==> src/rtl/vldst_seq_pkg.sv <==
// Shared definitions for the vector load/store sequencer: FSM state encoding,
// op encodings and default geometry.
package vldst_seq_pkg;

    localparam int unsigned ELEMS_DEF = 16;   // elements per vector
    localparam int unsigned EW_DEF    = 16;   // element / memory word width
    localparam int unsigned AW        = 16;   // memory word address width

    localparam logic VLD_OP = 1'b0;
    localparam logic VST_OP = 1'b1;

    typedef enum logic [2:0] {
        IDLE  = 3'd0,
        LOAD  = 3'd1,
        LCAP  = 3'd2,
        STORE = 3'd3,
        DONE  = 3'd4
    } state_t;

endpackage

==> src/rtl/vldst_addrgen.sv <==
// Address generator: base register plus element counter, registered address.
// Optional overflow compare on the incoming base when VLDST_OVF_EN is defined;
// otherwise addresses wrap modulo 2^16.
// Ports: Clk1, Reset (sync, active-high); load latches baseIn and clears the
// counter; advance steps to the next element; addr = base + idx (registered);
// idx = element counter; last_c = counter at final element; ovf_c = baseIn
// range would run past 16'hFFFF.
module vldst_addrgen
    import vldst_seq_pkg::*;
#(
    parameter int unsigned ELEMS = ELEMS_DEF,
    parameter int unsigned CW    = (ELEMS > 1) ? $clog2(ELEMS) : 1
)(
    input  logic          Clk1,
    input  logic          Reset,
    input  logic          load,
    input  logic          advance,
    input  logic [AW-1:0] baseIn,
    output logic [AW-1:0] addr,
    output logic [CW-1:0] idx,
    output logic          last_c,
    output logic          ovf_c
);

    localparam int unsigned OW = AW + 1;

    logic [AW-1:0] baseReg;

    // Base/counter/address registers; the 16-bit sum wraps naturally.
    always_ff @(posedge Clk1) begin
        if (Reset) begin
            baseReg <= '0;
            idx     <= '0;
            addr    <= '0;
        end else if (load) begin
            baseReg <= baseIn;
            idx     <= '0;
            addr    <= baseIn;
        end else if (advance) begin
            idx     <= idx + CW'(1);
            addr    <= baseReg + AW'(idx) + AW'(1);
        end
    end

    assign last_c = (idx == CW'(ELEMS - 1));

`ifdef VLDST_OVF_EN
    // Widened compare so base+ELEMS-1 past 16'hFFFF is visible.
    assign ovf_c = (OW'(baseIn) + OW'(ELEMS - 1)) > OW'({AW{1'b1}});
`else
    assign ovf_c = 1'b0;
`endif

endmodule

==> src/rtl/vldst_seq.sv <==
// Vector load/store sequencer: moves ELEMS words between memory and a vector
// register, one word per cycle, with one-cycle memory read latency.
// Optional feature macro: VLDST_OVF_EN (address-overflow error instead of wrap).
// Ports: Clk1, Reset (sync, active-high); start/op/baseAddr/vecIn request;
// DataIn memory read data; busy/done/err status; vecOut + vecWR load result;
// Addr/RD/WR/DataOut memory interface. All outputs registered.
module vldst_seq
    import vldst_seq_pkg::*;
#(
    parameter int unsigned ELEMS = ELEMS_DEF,
    parameter int unsigned EW    = EW_DEF
)(
    input  logic                Clk1,
    input  logic                Reset,
    input  logic                start,
    input  logic                op,
    input  logic [AW-1:0]       baseAddr,
    input  logic [ELEMS*EW-1:0] vecIn,
    input  logic [EW-1:0]       DataIn,
    output logic                busy,
    output logic                done,
    output logic                err,
    output logic [ELEMS*EW-1:0] vecOut,
    output logic                vecWR,
    output logic [AW-1:0]       Addr,
    output logic                RD,
    output logic                WR,
    output logic [EW-1:0]       DataOut
);

    localparam int unsigned CW = (ELEMS > 1) ? $clog2(ELEMS) : 1;
    localparam int unsigned VW = ELEMS * EW;

    state_t        state;
    logic [VW-1:0] srcVec;
    logic [CW-1:0] idx;
    logic          lastIdx_c;
    logic          ovf_c;
    logic          accept_c;
    logic          advance_c;

    assign accept_c  = (state == IDLE) && start;
    assign advance_c = ((state == LOAD) || (state == STORE)) && !lastIdx_c;

    vldst_addrgen #(
        .ELEMS (ELEMS),
        .CW    (CW)
    ) u_addrgen (
        .Clk1    (Clk1),
        .Reset   (Reset),
        .load    (accept_c),
        .advance (advance_c),
        .baseIn  (baseAddr),
        .addr    (Addr),
        .idx     (idx),
        .last_c  (lastIdx_c),
        .ovf_c   (ovf_c)
    );

    // Sequencer FSM with registered strobes and status.
    always_ff @(posedge Clk1) begin
        if (Reset) begin
            state   <= IDLE;
            busy    <= 1'b0;
            done    <= 1'b0;
            vecWR   <= 1'b0;
            RD      <= 1'b0;
            WR      <= 1'b0;
            DataOut <= '0;
            vecOut  <= '0;
            srcVec  <= '0;
`ifdef VLDST_OVF_EN
            err     <= 1'b0;
`endif
        end else begin
            done  <= 1'b0;
            vecWR <= 1'b0;
`ifdef VLDST_OVF_EN
            err   <= 1'b0;
`endif
            unique case (state)
                IDLE: begin
                    if (start) begin
                        if (op == VST_OP) begin
                            srcVec <= vecIn;
                        end
                        if (ovf_c) begin
                            // Out-of-range request: no memory traffic at all.
                            state <= DONE;
                            done  <= 1'b1;
`ifdef VLDST_OVF_EN
                            err   <= 1'b1;
`endif
                        end else if (op == VLD_OP) begin
                            state <= LOAD;
                            busy  <= 1'b1;
                            RD    <= 1'b1;
                        end else begin
                            state   <= STORE;
                            busy    <= 1'b1;
                            WR      <= 1'b1;
                            DataOut <= vecIn[EW-1:0];
                        end
                    end
                end
                LOAD: begin
                    // DataIn now carries the word addressed one cycle earlier.
                    if (idx != '0) begin
                        vecOut[EW*int'(idx - CW'(1)) +: EW] <= DataIn;
                    end
                    if (lastIdx_c) begin
                        RD    <= 1'b0;
                        state <= LCAP;
                    end
                end
                LCAP: begin
                    vecOut[VW-1 -: EW] <= DataIn;
                    busy  <= 1'b0;
                    done  <= 1'b1;
                    vecWR <= 1'b1;
                    state <= DONE;
                end
                STORE: begin
                    if (lastIdx_c) begin
                        WR    <= 1'b0;
                        busy  <= 1'b0;
                        done  <= 1'b1;
                        state <= DONE;
                    end else begin
                        DataOut <= srcVec[EW*(int'(idx) + 1) +: EW];
                    end
                end
                DONE: begin
                    state <= IDLE;
                end
                default: begin
                    state <= IDLE;
                end
            endcase
        end
    end

`ifndef VLDST_OVF_EN
    assign err = 1'b0;
`endif

endmodule

==> config.mk <==
export PLATFORM = sky130hd
export DESIGN_NAME = vldst_seq
export DESIGN_NICKNAME = d
export VERILOG_FILES = /design/src/rtl/vldst_seq_pkg.sv /design/src/rtl/vldst_addrgen.sv /design/src/rtl/vldst_seq.sv
export SDC_FILE = /design/constraint.sdc
export NUM_CORES = 1
export LEC_CHECK = 0
export CAP_MARGIN = 20
export CELL_PAD_IN_SITES_DETAIL_PLACEMENT = 1
export CELL_PAD_IN_SITES_GLOBAL_PLACEMENT = 1
export CORE_ASPECT_RATIO = 1.2
export CORE_MARGIN = 2
export CORE_UTILIZATION = 39
export DETAILED_ROUTE_END_ITERATION = 12
export HOLD_SLACK_MARGIN = 0.05
export PLACE_DENSITY = 0.93
export SKIP_LAST_GASP = 1
export SLEW_MARGIN = 20
export SYNTH_ARGS = -nofsm -noshare
export SYNTH_HDL_FRONTEND = slang
export SYNTH_HIERARCHICAL = 1
export SYNTH_SLANG_ARGS = --single-unit
==> constraint.sdc <==
create_clock -name Clk1 -period 8.6 [get_ports Clk1]
set_input_delay 1.72 -clock Clk1 [delete_from_list [all_inputs] [get_ports Clk1]]
set_output_delay 1.72 -clock Clk1 [all_outputs]
set_load 0.03 [all_outputs]
# Yosys cells after proc, flatten, opt, wreduce, memory -nomap -nowiden
# Index checks and enable logic that the tools add are counted.
# word_totals
regBits	572
latchBits	0
ram_bits	0
romBits	0
input_bits	292
output_inout_bits	294
word_cells	79
mem_count	0
# op_classes
n_addsub	6
mul	0
n_div	0
magnitude_cmp	0
n_eq_ne	11
shifts	3
mux	26
bitwise_logic	0
reduce_logical	20
# ops
cell	count
$bwmux W256	1
$mux W256	1
$shift A16 B34 Y256 const A	1
$shiftx A16 B34 Y256	1
$shiftx A256 B10 Y16	1
$mux W16	5
$pmux W16 S2	2
$neg A32 Y34	1
$add A16 B1 Y16 const B	1
$add A16 B4 Y16	1
$ne A2 B2 Y1 const B	6
$pmux W3 S4	1
$reduce_and A4 Y1	3
$mux W3	3
$reduce_and A3 Y1	3
$mux W1	8
$reduce_bool A2 Y1	4
$eq A3 B2 Y1 const B	2
$pmux W1 S2	3
$add A4 B1 Y5 const B	1
$sub A4 B1 Y5 const B	1
$add A4 B1 Y4 const B	1
$eq A4 B4 Y1 const B	1
$reduce_and A2 Y1	2
11 further kinds	12

# Depth between registers and ports, before layout
# logic_depth
depth_word	6
depth_mapped	16
ltp_nobuf	11

# Cells and area by module
# The synthesis kept the hierarchy.
# by_module_without_submodules
module	instances	cells_per_inst	area_each_um2	seq_area_each_um2
vldst_seq	1	2401	21363.0	10410.0
vldst_addrgen	1	194	1756.7	720.7

# Worst setup path before layout
# OpenSTA, ideal clock, no wires.
# synth_timing
kind	reg-to-reg
from	register u_addrgen.idx[1]
to	register vecOut[128]
setup_time_ns	0.128
arrival_time_ns	3.941
t_required_ns	8.472
slack_ns	4.530
path_stages_with_launch	15
path_buffers	4
synth_period_minus_slack_ns	4.070
path_cell_list	dfxtp_1 > buf_2 > clkbuf_1 > clkbuf_1 > inv_1 > ha_1 > nand2_1 > or3_1 > ha_1 > nor4b_1 > nand4b_1 > a211oi_1 > and2_0 > clkbuf_1 > o21ai_0
# synth_via
elab_chain_cells	4
elab_cells_between_ends	7
cone_classes	add/sub: 2; shift: 2; mux: 1; reduce/logical: 2
# synth_rtl
item	line	text
start: declaration	vldst_addrgen.sv:20	output logic [CW-1:0] idx,
start signal: assignment	vldst_addrgen.sv:40	idx <= idx + CW'(1);
$sub A4 B1 Y5	vldst_seq.sv:109	vecOut[EW*int'(idx - CW'(1)) +: EW] <= DataIn;
$neg A32 Y34	vldst_seq.sv:109	
$shiftx A16 B34 Y256 or $shift A16 B34 Y256 (tied branches)	vldst_seq.sv:109	
$bwmux W256	vldst_seq.sv:109	
end signal: indexed assignment	vldst_seq.sv:109	
end signal: indexed assignment	vldst_seq.sv:117	vecOut[VW-1 -: EW] <= DataIn;
end: declaration	vldst_seq.sv:23	output logic [ELEMS*EW-1:0] vecOut,
# Parallel ways exist; a longest one is shown, timed or not.
# A chain may end at the register's enable or synchronous reset.

# Final worst setup path
# layout_timing
from	register u_addrgen.idx[0]
to	register vecOut[134]
# Same word-level chain as after synthesis.

==> flow_summary.json <==
{
  "outcome": "complete, no violations",
  "grt.total_usage_pct": 32.93,
  "htree_levels": 2,
  "ys_ff_latch": 556,
  "final_cell_mix": "nand2_1 (732), clkdlybuf4s50_1 (583), dfxtp_1 (553), a21oi_1 (295), mux2i_1 (194)",
  "criticalPathCategory": "flop to flop",
  "drive_gt1_share_pct": 7.178,
  "setup_viol_count_final": 0,
  "clkLatencyLatePin_ns": 0.63,
  "yosysSeqAreaShare_pct": 48.14,
  "worst_pin_slew_ns": 1.250,
  "cts_made_buffers": 55,
  "die_w_um": 226.3,
  "fp-row-count": 97,
  "die_h_um": 270.7,
  "layout_commonest_cell": "nand2_1",
  "start_util_pct": 39.52,
  "fmax_mhz": 186.9,
  "skew_ns": 0.03506,
  "yosysWarnings": 6,
  "wire_per_inst_um": 26.83,
  "required_ns": 9.03,
  "hold_path_class": "flop to flop",
  "cts.clk_slew.worst_paths_ns": 0.06,
  "synth_top_cell_area_share_pct": 48.14,
  "peakVddDrop_uv": 156.5,
  "rsz0062_at_grt": "no",
  "fin_crit_sh_pct": 62.21,
  "slew_violations": 0,
  "nets": 3343,
  "cpPeakStageDelay_ns": 0.72,
  "grt_pass1_wl_mm": 152.9,
  "area_growth_pct": 35.34,
  "final-hold-violation-count": 0,
  "stdcell_area_mm2": 0.03129,
  "cp_slowest_cell": "dfxtp_4",
  "drv_cap": 0,
  "place_congestion": 0.8703,
  "die-area_mm2": 0.06125,
  "p_per_area_mw_per_mm2": 193.9,
  "worstPathCellList": "inv_1 -> ha_1 -> nand2_1 -> or3_1 -> ha_2 -> buf_4 -> nand4b_1 -> a211oi_4 -> buf_4 -> and2_0 -> o21ai_0",
  "r2r_start": "u_addrgen/idx[0]",
  "grt-ovfl-total": 0,
  "worstHoldStart": "srcVec[41]",
  "synthTopCellsByArea": "dfxtp_1 (48%), nand2_1 (12%), mux2i_1 (8.4%)",
  "synth_cell_types": 83,
  "final.setup.tns_ns": 0,
  "portBuffers": 584,
  "cts_sinks": 556,
  "holdPathStages": 2,
  "antenna_found_initial": 22,
  "core-area_mm2": 0.05850,
  "hold_path_end": "srcVec[41]",
  "clk_path_buf_depth": 3,
  "ys.flop_type": "dfxtp_1",
  "ant_nets": 0,
  "synth_edf_count": 0,
  "cts_tree": "done",
  "end_kind": "flop",
  "grt_pass1_vias": 24190,
  "cts_hold_buf": 0,
  "cp_max_fo": 71,
  "place_area_mm2": 0.02917,
  "fillerInstances": 6544,
  "worstSetupStartpointType": "flop",
  "synth.avg_cell_area_um2": 8.909,
  "regToRegSetupSlack_ns": 3.25,
  "grt_max_degree": 203,
  "slew_headroom_pct": 16.70,
  "synth_top_area_cell": "dfxtp_1",
  "ctsResizeCount": 0,
  "initialDrtViolationCount": 1901,
  "vias": 22760,
  "r2r-end": "vecOut[134]",
  "syn_area_mm2": 0.02312,
  "via_per_inst": 5.852,
  "drc_errors": 0,
  "synthCells": 2595,
  "syn-num-nets": 2905,
  "first_pass_iters": 7,
  "cpMostUsedCell": "buf_4",
  "dp_hpwl_mm": 69.32,
  "reg2reg_depth": 11,
  "routed_wl_mm": 104.3,
  "io-pin-count": 586,
  "fin_crit_ns": 5.350,
  "p_leak_uw": 0.01111,
  "worst_ep_arrival_time_ns": 5.78,
  "root_buffer": "clkbuf_16",
  "synthArstFlopShare_pct": 0,
  "cts_setup_buffers": 0
}
[how the worst max path moves through the flow]
stage,start,end,slack (ns),depth (start not counted)
final,u_addrgen/idx[0],vecOut[134],3.25,11
after global routing,u_addrgen/idx[0],vecOut[134],2.92,11
after CTS,u_addrgen/idx[0],vecOut[134],3.38,11
after detailed placement,u_addrgen/idx[0],vecOut[134],3.50,11
after global placement,start,srcVec[95],3.89,7
after floorplan,u_addrgen/idx[1],vecOut[128],4.53,14
[kinds of logic after synthesis]
family	count (synthesis)	synth area share, %
buffers and inverters	241	4.779
xor gates and xnor gates	12	0.5196
DFF	556	48.14
and+or+nand+nor	972	18.06
muxes	257	13.81
adders and majority gates	18	1.007
AOI/OAI and AO/OA	537	13.65
other	2	0.03248
[cell usage after synthesis (26+ instances only)]
cell type and number:
a211oi_1 32, a21oi_1 295, buf_2 40, clkbuf_1 159, dfxtp_1 556, mux2i_1 194, mux4_2 48, nand2_1 733
nand3_1 93, nand4_1 26, nor2_1 36, o21ai_0 102
[where the power goes]
group | total (µW) | internal, µW | switching, µW
Sequential | 2720 | 2660 | 59.1
Clock | 2700 | 1570 | 1130
Combinational | 656 | 270 | 386
Total | 6070 | 4490 | 1570
[state kept, by name, summed over array words and instances (netlist names)]
| register | count |
|---|---|
| done | 1 |
| DataOut | 16 |
| RD | 1 |
| u_addrgen/idx | 4 |
| busy | 1 |
| vecWR | 1 |
| state | 3 |
| srcVec | 240 |
| WR | 1 |
| u_addrgen/addr | 16 |
| u_addrgen/baseReg | 16 |
| vecOut | 256 |
[layer usage]
layer  part of all wire [%]  vias up  GRT usage, %
met5                  0.034        -             0
met1                     34    11170         33.80
met3                    8.2      473         8.080
met2                     48     1274         56.06
li1                       -     9838             -
met4                    9.9        6         27.80
[stage by stage]
stage | power (µW) | hold WS (ns) | util [%] | setup slack [ns] | cells
3_3_place_gp | 3371 | 0.4395 | 49.86 | 3.886 | 3766
4_1_cts | 6064 | 0.4561 | 53.29 | 3.377 | 3869
3_5_place_dp | 3403 | 0.4472 | 49.86 | 3.504 | 3766
2_1_floorplan | 3095 | 0.4331 | - | 4.530 | 2595
6_report | 6068 | 0.4571 | 53.49 | 3.250 | 3889
5_1_grt | 6236 | 0.4781 | 53.49 | 2.920 | 3889
[critical path, delay by kind of cell, from the launching register on]
kind / cells / cell delay [ns]
and+or+nand+nor: 4 / 1.61
AOI/OAI and AO/OA: 2 / 0.53
DFF: 1 / 0.72
buffers and inverters: 3 / 1.40
adders and majority gates: 2 / 0.88
[layout make-up]
cell class / count / area [µm²] / share of cell area, %
tap: 792 / 991.0 / 3.167
clock buffer: 80 / 1632 / 5.214
timing repair buffer: 608 / 6082 / 19.44
inverter: 14 / 57.56 / 0.1839
sequential: 556 / 11140 / 35.60
clock inverter: 23 / 370.4 / 1.184
multi-input combinational: 1798 / 10970 / 35.07
antenna: 18 / 45.04 / 0.1439
(Power assumes the default switching activity.)
